--- config.mk ---
export PLATFORM = sky130hd
export DESIGN_NAME = line_buffer_scanout
export DESIGN_NICKNAME = d
export VERILOG_FILES = /design/src/rtl/line_buffer_scanout.sv
export SDC_FILE = /design/constraint.sdc
export NUM_CORES = 1
export LEC_CHECK = 0
export BUFFER_PORTS_ARGS = -buffer_cell sky130_fd_sc_hd__buf_2
export CAP_MARGIN = 25
export CORE_MARGIN = 1
export CORE_UTILIZATION = 45
export DETAILED_ROUTE_END_ITERATION = 10
export GPL_TIMING_DRIVEN = 0
export PLACE_DENSITY = 0.69
export SKIP_LAST_GASP = 1
export SLEW_MARGIN = 20
export SYNTH_ARGS = -nofsm -noshare
export SYNTH_HDL_FRONTEND = slang
export SYNTH_SLANG_ARGS = --single-unit
--- constraint.sdc ---
create_clock -name clk -period 2.66 [get_ports clk]
set_clock_uncertainty 0.05 [all_clocks]
set_input_delay 0.532 -clock clk [delete_from_list [all_inputs] [get_ports clk]]
set_output_delay 0.532 -clock clk [all_outputs]
set_load 0.01 [all_outputs]
--- src/rtl/line_buffer_scanout.sv ---
// Read-side sequencer for a single-port line-buffer RAM with a registered read and
// read-before-write: walks LEN addresses from BASE, streams pixels out, optionally erases.
module line_buffer_scanout #(
   parameter int                    DATA_WIDTH = 8,
   parameter int                    ADDR_WIDTH = 10,
   parameter bit                    ERASE      = 1'b1,
   parameter logic [DATA_WIDTH-1:0] CLEAR_VAL  = '0
) (
   input  logic                  clk,
   input  logic                  reset,
   input  logic                  start,
   input  logic [ADDR_WIDTH-1:0] base_addr,
   input  logic [ADDR_WIDTH:0]   len,
   input  logic                  pix_ce,
   output logic [ADDR_WIDTH-1:0] ram_addr,
   output logic [DATA_WIDTH-1:0] ram_data,
   output logic                  ram_cen,
   output logic                  ram_we,
   input  logic [DATA_WIDTH-1:0] ram_q,
   output logic [DATA_WIDTH-1:0] pix_out,
   output logic                  pix_valid,
   output logic                  busy,
   output logic                  done,
   output logic [1:0]            dbg_state
);

   typedef enum logic [1:0] {
      S_IDLE  = 2'd0,
      S_SCAN  = 2'd1,
      S_DRAIN = 2'd2
   } state_e;

   localparam logic [ADDR_WIDTH:0] LEN_ZERO = '0;
   localparam logic [ADDR_WIDTH:0] LEN_ONE  = {{ADDR_WIDTH{1'b0}}, 1'b1};

   state_e                  state_q, state_d;
   logic [ADDR_WIDTH-1:0]   addr_q, addr_d;
   logic [ADDR_WIDTH:0]     remain_q, remain_d;
   logic [ADDR_WIDTH-1:0]   ram_addr_q, ram_addr_d;
   logic                    ram_cen_q, ram_cen_d;
   logic                    ram_we_q, ram_we_d;
   logic                    rd_pend_q, rd_pend_d;
   logic [DATA_WIDTH-1:0]   pix_out_q, pix_out_d;
   logic                    pix_valid_q, pix_valid_d;
   logic                    busy_q, busy_d;
   logic                    done_q, done_d;

   // Read pipeline: access cycle (ram_cen_q) -> RAM data cycle (rd_pend_q) -> pix_valid_q.
   always_comb begin
      state_d     = state_q;
      addr_d      = addr_q;
      remain_d    = remain_q;
      ram_addr_d  = ram_addr_q;
      ram_cen_d   = 1'b0;
      ram_we_d    = 1'b0;
      rd_pend_d   = ram_cen_q;
      pix_valid_d = rd_pend_q;
      pix_out_d   = rd_pend_q ? ram_q : pix_out_q;
      busy_d      = busy_q;
      done_d      = 1'b0;

      unique case (state_q)
         S_IDLE: begin
            if (start) begin
               if (len != LEN_ZERO) begin
                  addr_d   = base_addr;
                  remain_d = len;
                  busy_d   = 1'b1;
                  state_d  = S_SCAN;
               end else begin
                  done_d = 1'b1;
               end
            end
         end
         S_SCAN: begin
            if (pix_ce) begin
               ram_cen_d  = 1'b1;
               ram_we_d   = ERASE;
               ram_addr_d = addr_q;
               addr_d     = addr_q + 1'b1;
               remain_d   = remain_q - LEN_ONE;
               if (remain_q == LEN_ONE) begin
                  state_d = S_DRAIN;
               end
            end
         end
         S_DRAIN: begin
            // Only the final access is still in flight; finish once its pixel is out.
            if (pix_valid_q && !rd_pend_q && !ram_cen_q) begin
               busy_d  = 1'b0;
               done_d  = 1'b1;
               state_d = S_IDLE;
            end
         end
         default: begin
            busy_d  = 1'b0;
            state_d = S_IDLE;
         end
      endcase
   end

   always_ff @(posedge clk) begin
      if (reset) begin
         state_q     <= S_IDLE;
         addr_q      <= '0;
         remain_q    <= '0;
         ram_addr_q  <= '0;
         ram_cen_q   <= 1'b0;
         ram_we_q    <= 1'b0;
         rd_pend_q   <= 1'b0;
         pix_out_q   <= '0;
         pix_valid_q <= 1'b0;
         busy_q      <= 1'b0;
         done_q      <= 1'b0;
      end else begin
         state_q     <= state_d;
         addr_q      <= addr_d;
         remain_q    <= remain_d;
         ram_addr_q  <= ram_addr_d;
         ram_cen_q   <= ram_cen_d;
         ram_we_q    <= ram_we_d;
         rd_pend_q   <= rd_pend_d;
         pix_out_q   <= pix_out_d;
         pix_valid_q <= pix_valid_d;
         busy_q      <= busy_d;
         done_q      <= done_d;
      end
   end

   assign ram_addr  = ram_addr_q;
   assign ram_data  = CLEAR_VAL;
   assign ram_cen   = ram_cen_q;
   assign ram_we    = ram_we_q;
   assign pix_out   = pix_out_q;
   assign pix_valid = pix_valid_q;
   assign busy      = busy_q;
   assign done      = done_q;
   assign dbg_state = state_q;

endmodule

==> impl_metrics.py, run 1 <==
metrics = {
    "timing": {
        "finalMaxSlewViolations": 0,
        "slew_headroom_pct": 57.1,
        "max_freq_mhz": 466,
        "final.min_clock_period_ps": 2140,
        "tightest_slew_ps": 643,
        "rsz0062_at_grt": "false",
        "setup_viol": 0,
        "tns_ps": 0,
        "hold_viol": 0,
        "whs_ps": 414,
        "timing.final.crit_share_pct": 80.6,
    },
    "routing": {
        "vias": 2425,
        "drc": 0,
        "routed_wl_mm": 6.28,
        "ant_nets": 0,
        "first_pass_iters": 5,
        "drtIter0Drc": 265,
        "routedWlPerCell_um": 14.6,
        "viasPerCell": 5.63,
    },
    "clock_tree": {
        "cts_hold_buf": 0,
        "cts_root_buf": "clkbuf_8",
        "post_cts_buffers": 0,
        "clock-sinks": 46,
        "cts_tree": "built",
        "clockBufferDepth": 2,
        "cts_max_level": 2,
        "cts-resized-gates": 0,
        "clock_latency_ps": 300,
        "cts_buffers": 5,
        "clkSlewWorstSetupHoldPaths_ps": 90,
    },
    "grt": {
        "grt_pass1_wl_mm": 9.89,
        "grt_max_degree": 15,
        "grt_pass1_vias": 2022,
        "antenna_found_initial": 0,
        "grt-ovfl-total": 0,
        "grt_usage_pct": 23.6,
    },
    "yosys": {
        "yosysMostFrequentCell": "dfxtp_1",
        "synth-edff-count": 0,
        "synthDistinctLibCells": 48,
        "synth_area_leaders": "dfxtp_1 (39%), mux2i_1 (7.6%), nor2_1 (5.7%)",
        "syn_area_um2": 2380,
        "syn_inst": 289,
        "ys_seq_area_share_pct": 38.6,
        "synth_mux_area_share_pct": 7.56,
        "post_synth_fa_ha_maj_area_fraction_pct": 1.57,
        "synthTopCellsByCount": "dfxtp_1 (46), nor2_1 (36), mux2i_1 (18)",
        "yosys.area.top_type": "dfxtp_1",
        "synth_warnings": 0,
        "synth_top_area_share_pct": 38.6,
        "ys.flop_type": "dfxtp_1",
        "syn_area_per_cell_um2": 8.25,
        "synthSimpleGateAreaFrac_pct": 20.7,
        "ys_ff_latch": 46,
        "synth_compound_area_share_pct": 22.8,
        "synth_top_family_by_area": "compound AO/OA/AOI/OAI gates",
        "synth-xor-area-share_pct": 0,
        "async_reset_ff_share_pct": 0,
    },
    "floorplanning": {
        "start_util_pct": 46.7,
        "rows": 26,
        "die_area_um2": 5590,
        "die_h_um": 74.8,
        "fp.dieW_um": 74.8,
        "boundaryPins": 66,
        "core_um2": 5110,
    },
    "worst_setup_path": {
        "crit_buf_inv": 1,
        "critical-path-max-stage-delay_ps": 510,
        "cp_data_required_time_ps": 2820,
        "reg2reg_to": "addr_q[0]",
        "r2r-start": "dbg_state[0]",
        "arrival_ps": 2310,
        "critPathTopFamily": "compound AO/OA/AOI/OAI gates",
        "path_cells": "nand2b_1 -> a21oi_1 -> clkbuf_1 -> a31oi_1 -> a311oi_1",
        "cp-start-kind": "register",
        "r2r_slack_ps": 520,
        "crit_fanout": 10,
        "crit_slowest_cell": "a21oi_1",
        "critical_path_class": "register to register",
        "critPathCaptureType": "register",
        "r2r_cells": 5,
    },
    "layout": {
        "syn2layout_area_growth_pct": 21.4,
        "diodes": 0,
        "fin_nets": 396,
        "num-fill-cells": 512,
        "drive_above_1_share_pct": 22.4,
        "stdcell_count": 431,
        "final_area_um2": 2890,
    },
    "placed_design": {
        "portBuffers": 57,
        "dp.cells": 423,
        "place_area_um2": 2780,
        "dp_hpwl_mm": 4.52,
        "gp_congestion": 0.902,
    },
    "power": {
        "ir_drop_mv": 0.243,
        "power_density_nw_per_um2": 598,
        "leakage_uw": 0.00124,
    },
    "run_status": {
        "status": "finished clean",
    },
    "flow_run": {
        "drv_cap": 0,
    },
    "min_path": {
        "hold_depth": 3,
        "hold_path_class": "primary input to register",
        "min_from": "ram_q[6]",
        "holdPathEnd": "pix_out[6]",
    },
}
## stage by stage
step | worst slack (ps) | total power, uW | utilization [%]
floorplan | 734 | 1090 | -
CTS | 551 | 1730 | 56.6
global placement | 359 | 1210 | 54.5
global route | 364 | 1830 | 56.6
finish | 516 | 1730 | 56.6
detailed placement | 354 | 1210 | 54.5
## kinds of logic after synthesis
family,count (synthesis)
AO/OA/AOI/OAI,77
buffers and inverters,43
AND/OR/NAND/NOR,101
adder cells (fa/ha/maj),3
flip-flops,46
other,1
multiplexers,18
## tightest hold or removal path, delay by kind of cell
family        cells  cell delay, ps
buf+inv           1              70
simple gates      1              70
mux               1              60
## registers in the layout (all words and copies together), names as in the netlist, 2 cells and up
signal and flops:
addr_q 10, remain_q 11, dbg_state 2, pix_out 8, ram_addr 10
## how the worst max path moves through the flow
stage	to	cells past startpoint	slack [ps]	from
3_3_place_gp	addr_q[8]	6	360	len[2]
3_5_place_dp	addr_q[8]	6	350	len[2]
2_1_floorplan	remain_q[10]	7	730	remain_q[0]
5_1_grt	remain_q[4]	7	360	dbg_state[1]
6_report	addr_q[0]	5	520	dbg_state[0]
4_1_cts	remain_q[10]	7	550	remain_q[1]
## placed cells by master, fill, tap and decap left out, drive strengths merged, types with 6 or more instances in the layout
| master | synthesis | routed |
|---|---|---|
| nor3 | 9 | 9 |
| mux2i | 18 | 18 |
| a21oi | 15 | 15 |
| nand3 | 9 | 9 |
| o32ai | 8 | 8 |
| nand2 | 17 | 17 |
| clkbuf | 14 | 20 |
| nor2 | 36 | 36 |
| inv | 12 | 12 |
| dfxtp | 46 | 46 |
| buf | 17 | 74 |
| o31ai | 6 | 6 |
| conb | 1 | 8 |
| a31oi | 6 | 6 |
| o21ai | 10 | 10 |
| a211oi | 7 | 7 |
## routing by layer
metal / vias to the layer above / global-route usage (%) / wire (um)
met4: 0 / 6.29 / 82
met3: 10 / 5.35 / 428
met2: 105 / 36.3 / 2820
met1: 1109 / 33.4 / 2950
li1: 1201 / - / -
met5: - / 0 / 0
## power breakdown
| group | switching (uW) | internal (uW) | leakage (uW) |
|---|---|---|---|
| clock network | 243 | 280 | 0.0000514 |
| logic | 242 | 166 | 0.000809 |
| registers | 57.2 | 741 | 0.000376 |
| total | 542 | 1190 | 0.00124 |
## final cells by class
| type | instances | area (um^2) | share of cell area (%) |
|---|---|---|---|
| multi-input cells | 207 | 1290 | 44.5 |
| flip-flops and latches | 46 | 921 | 31.8 |
| plain buffers | 31 | 158 | 5.45 |
| well taps | 70 | 87.6 | 3.03 |
| repair buffers | 57 | 285 | 9.86 |
| inverters | 12 | 45.0 | 1.56 |
| clock inverters | 2 | 37.5 | 1.30 |
| clock buffers | 6 | 72.6 | 2.51 |
(Power assumes the default switching activity.)
==> run 2: changes to the inputs <==
ABC_AREA = 1   (was default)
PLACE_DENSITY = 0.72   (was 0.69)
clock period = 1.76 ns   (was 2.66 ns; I/O delays follow)
==> impl_metrics.py, run 2 <==
metrics = {
    "routing": {
        "drc": 0,
        "routed_wl_mm": 6.42,
        "routedWlPerCell_um": 12.1,
        "vias": 2608,
        "ant_nets": 0,
        "first_pass_iters": 6,
        "drtIter0Drc": 185,
        "viasPerCell": 4.93,
    },
    "yosys": {
        "ys_ff_latch": 46,
        "ys_seq_area_share_pct": 37.4,
        "synth_compound_area_share_pct": 14.0,
        "syn_area_um2": 2460,
        "synthTopCellsByCount": "nand2_1 (95), nor2_1 (63), dfxtp_1 (46)",
        "syn_inst": 380,
        "synth_mux_area_share_pct": 0,
        "synthDistinctLibCells": 28,
        "yosysMostFrequentCell": "nand2_1",
        "synthSimpleGateAreaFrac_pct": 35.1,
        "synth_top_area_share_pct": 37.4,
        "synth_area_leaders": "dfxtp_1 (37%), nand2_1 (14%), nor2_1 (9.6%)",
        "syn_area_per_cell_um2": 6.47,
        "async_reset_ff_share_pct": 0,
        "yosys.area.top_type": "dfxtp_1",
        "synth_top_family_by_area": "simple AND/OR/NAND/NOR gates",
        "synth-edff-count": 0,
        "ys.flop_type": "dfxtp_1",
        "synth_warnings": 0,
        "post_synth_fa_ha_maj_area_fraction_pct": 1.53,
        "synth-xor-area-share_pct": 0,
    },
    "floorplanning": {
        "boundaryPins": 66,
        "core_um2": 5170,
        "fp.dieW_um": 75.9,
        "die_area_um2": 5770,
        "die_h_um": 75.9,
        "rows": 26,
        "start_util_pct": 47.6,
    },
    "clock_tree": {
        "cts_root_buf": "clkbuf_8",
        "cts_max_level": 2,
        "cts_tree": "built",
        "clock-sinks": 46,
        "cts_buffers": 5,
        "clkSlewWorstSetupHoldPaths_ps": 90,
        "cts_hold_buf": 0,
        "clock_latency_ps": 310,
        "clockBufferDepth": 2,
    },
    "grt": {
        "grt_usage_pct": 23.1,
        "grt_pass1_vias": 2413,
        "grt_pass1_wl_mm": 10.8,
        "grt-ovfl-total": 0,
        "antenna_found_initial": 0,
        "grt_max_degree": 15,
    },
    "flow_run": {
        "drv_cap": 0,
    },
    "worst_setup_path": {
        "crit_fanout": 10,
        "cp-start-kind": "register",
        "arrival_ps": 1770,
        "critPathCaptureType": "register",
        "cp_data_required_time_ps": 1890,
        "critical_path_class": "register to register",
    },
    "power": {
        "power_density_nw_per_um2": 990,
        "leakage_uw": 0.00148,
        "fin_total_pwr_uw": 3030,
        "ir_drop_mv": 0.482,
    },
    "min_path": {
        "hold_path_class": "primary input to register",
    },
    "placed_design": {
        "gp_congestion": 0.935,
        "portBuffers": 57,
        "post-place-ws_ps": -45.8,
        "dp_hpwl_mm": 4.69,
        "place_area_um2": 2860,
    },
    "layout": {
        "largest_reg_flops": 11,
        "fin_nets": 494,
        "regMostFlops": "remain_q",
        "mostFrequentLayoutCells": "nand2_1 (94), nor2_1 (62), buf_2 (58)",
        "post-route-util_pct": 59.2,
        "syn2layout_area_growth_pct": 24.4,
        "drive_above_1_share_pct": 22.4,
        "num-fill-cells": 516,
        "diodes": 0,
        "final_area_um2": 3060,
        "final_common_cell": "nand2_1",
    },
    "timing": {
        "hold_viol": 0,
        "setup_viol": 0,
        "tns_ps": 0,
        "layout_setup_ws_ps": 112,
        "tightest_slew_ps": 569,
        "slew_headroom_pct": 62.1,
        "max_freq_mhz": 607,
        "finalMaxSlewViolations": 0,
        "final.min_clock_period_ps": 1650,
        "rsz0062_at_grt": "true",
        "timing.final.crit_share_pct": 93.6,
    },
    "run_status": {
        "status": "finished clean",
    },
}
run 2: area by class of cell:
type,count,area (um^2),area share [%]
sequential,46,921,30.1
multi-input combinational,283,1280,41.9
tap,70,87.6,2.86
timing repair buffer,64,355,11.6
inverter,34,128,4.17
buffer,24,175,5.72
clock buffer,6,72.6,2.37
clock inverter,2,37.5,1.23
run 2: through the flow:
step	instances	hold slack (ps)
after CTS	522	216
after global routing	529	210
after detailed placement	514	402
after floorplan	387	407
after global placement	514	398
final	529	211
run 2: logic make-up after synthesis:
kind of cell               after synthesis
and+or+nand+nor                        205
buffers and inverters                   58
adders and majority gates                3
AOI/OAI and AO/OA                       67
DFF                                     46
other                                    1
run 2: repair_timing:
action | in CTS | in global routing
endpoints found under the setup margin | 0 | 16
gates resized for setup | 0 | 9
setup buffers | 0 | 6
run 2: metal layers:
metal  global-route usage, %  share of wire [%]  wire (um)
met1                    28.2                 47       3020
met2                    39.1                 46       2970
met3                    5.90                5.7        368
met4                    8.08                1.0         66
met5                       0                  0          0
run 2: worst max-delay path: stages, from the launching register on:
cell and delay (ps):
dfxtp_1 330, buf_6 150, nor2_2 120, nand2_1 70
nor2_2 150, nand2_2 90, nand2_2 130, buf_8 150
buf_4 120, nor2_1 30, nand2_1 60, a21oi_1 60
run 2: final timing paths:
| check | from | end | slack [ps] | depth (start not counted) |
|---|---|---|---|---|
| setup reg to reg | dbg_state[0] | remain_q[8] | 110 | 11 |
| hold reg to reg | ram_addr[3] | ram_addr[3] | 410 | 2 |
| hold / removal | ram_q[6] | pix_out[6] | 210 | 3 |
| setup / recovery | dbg_state[0] | remain_q[8] | 110 | 11 |
run 2: power breakdown:
part           internal, uW  switching (uW)  leakage [uW]
Combinational           392             560       0.00105
Clock                   424             388     0.0000514
Sequential             1150             116      0.000376
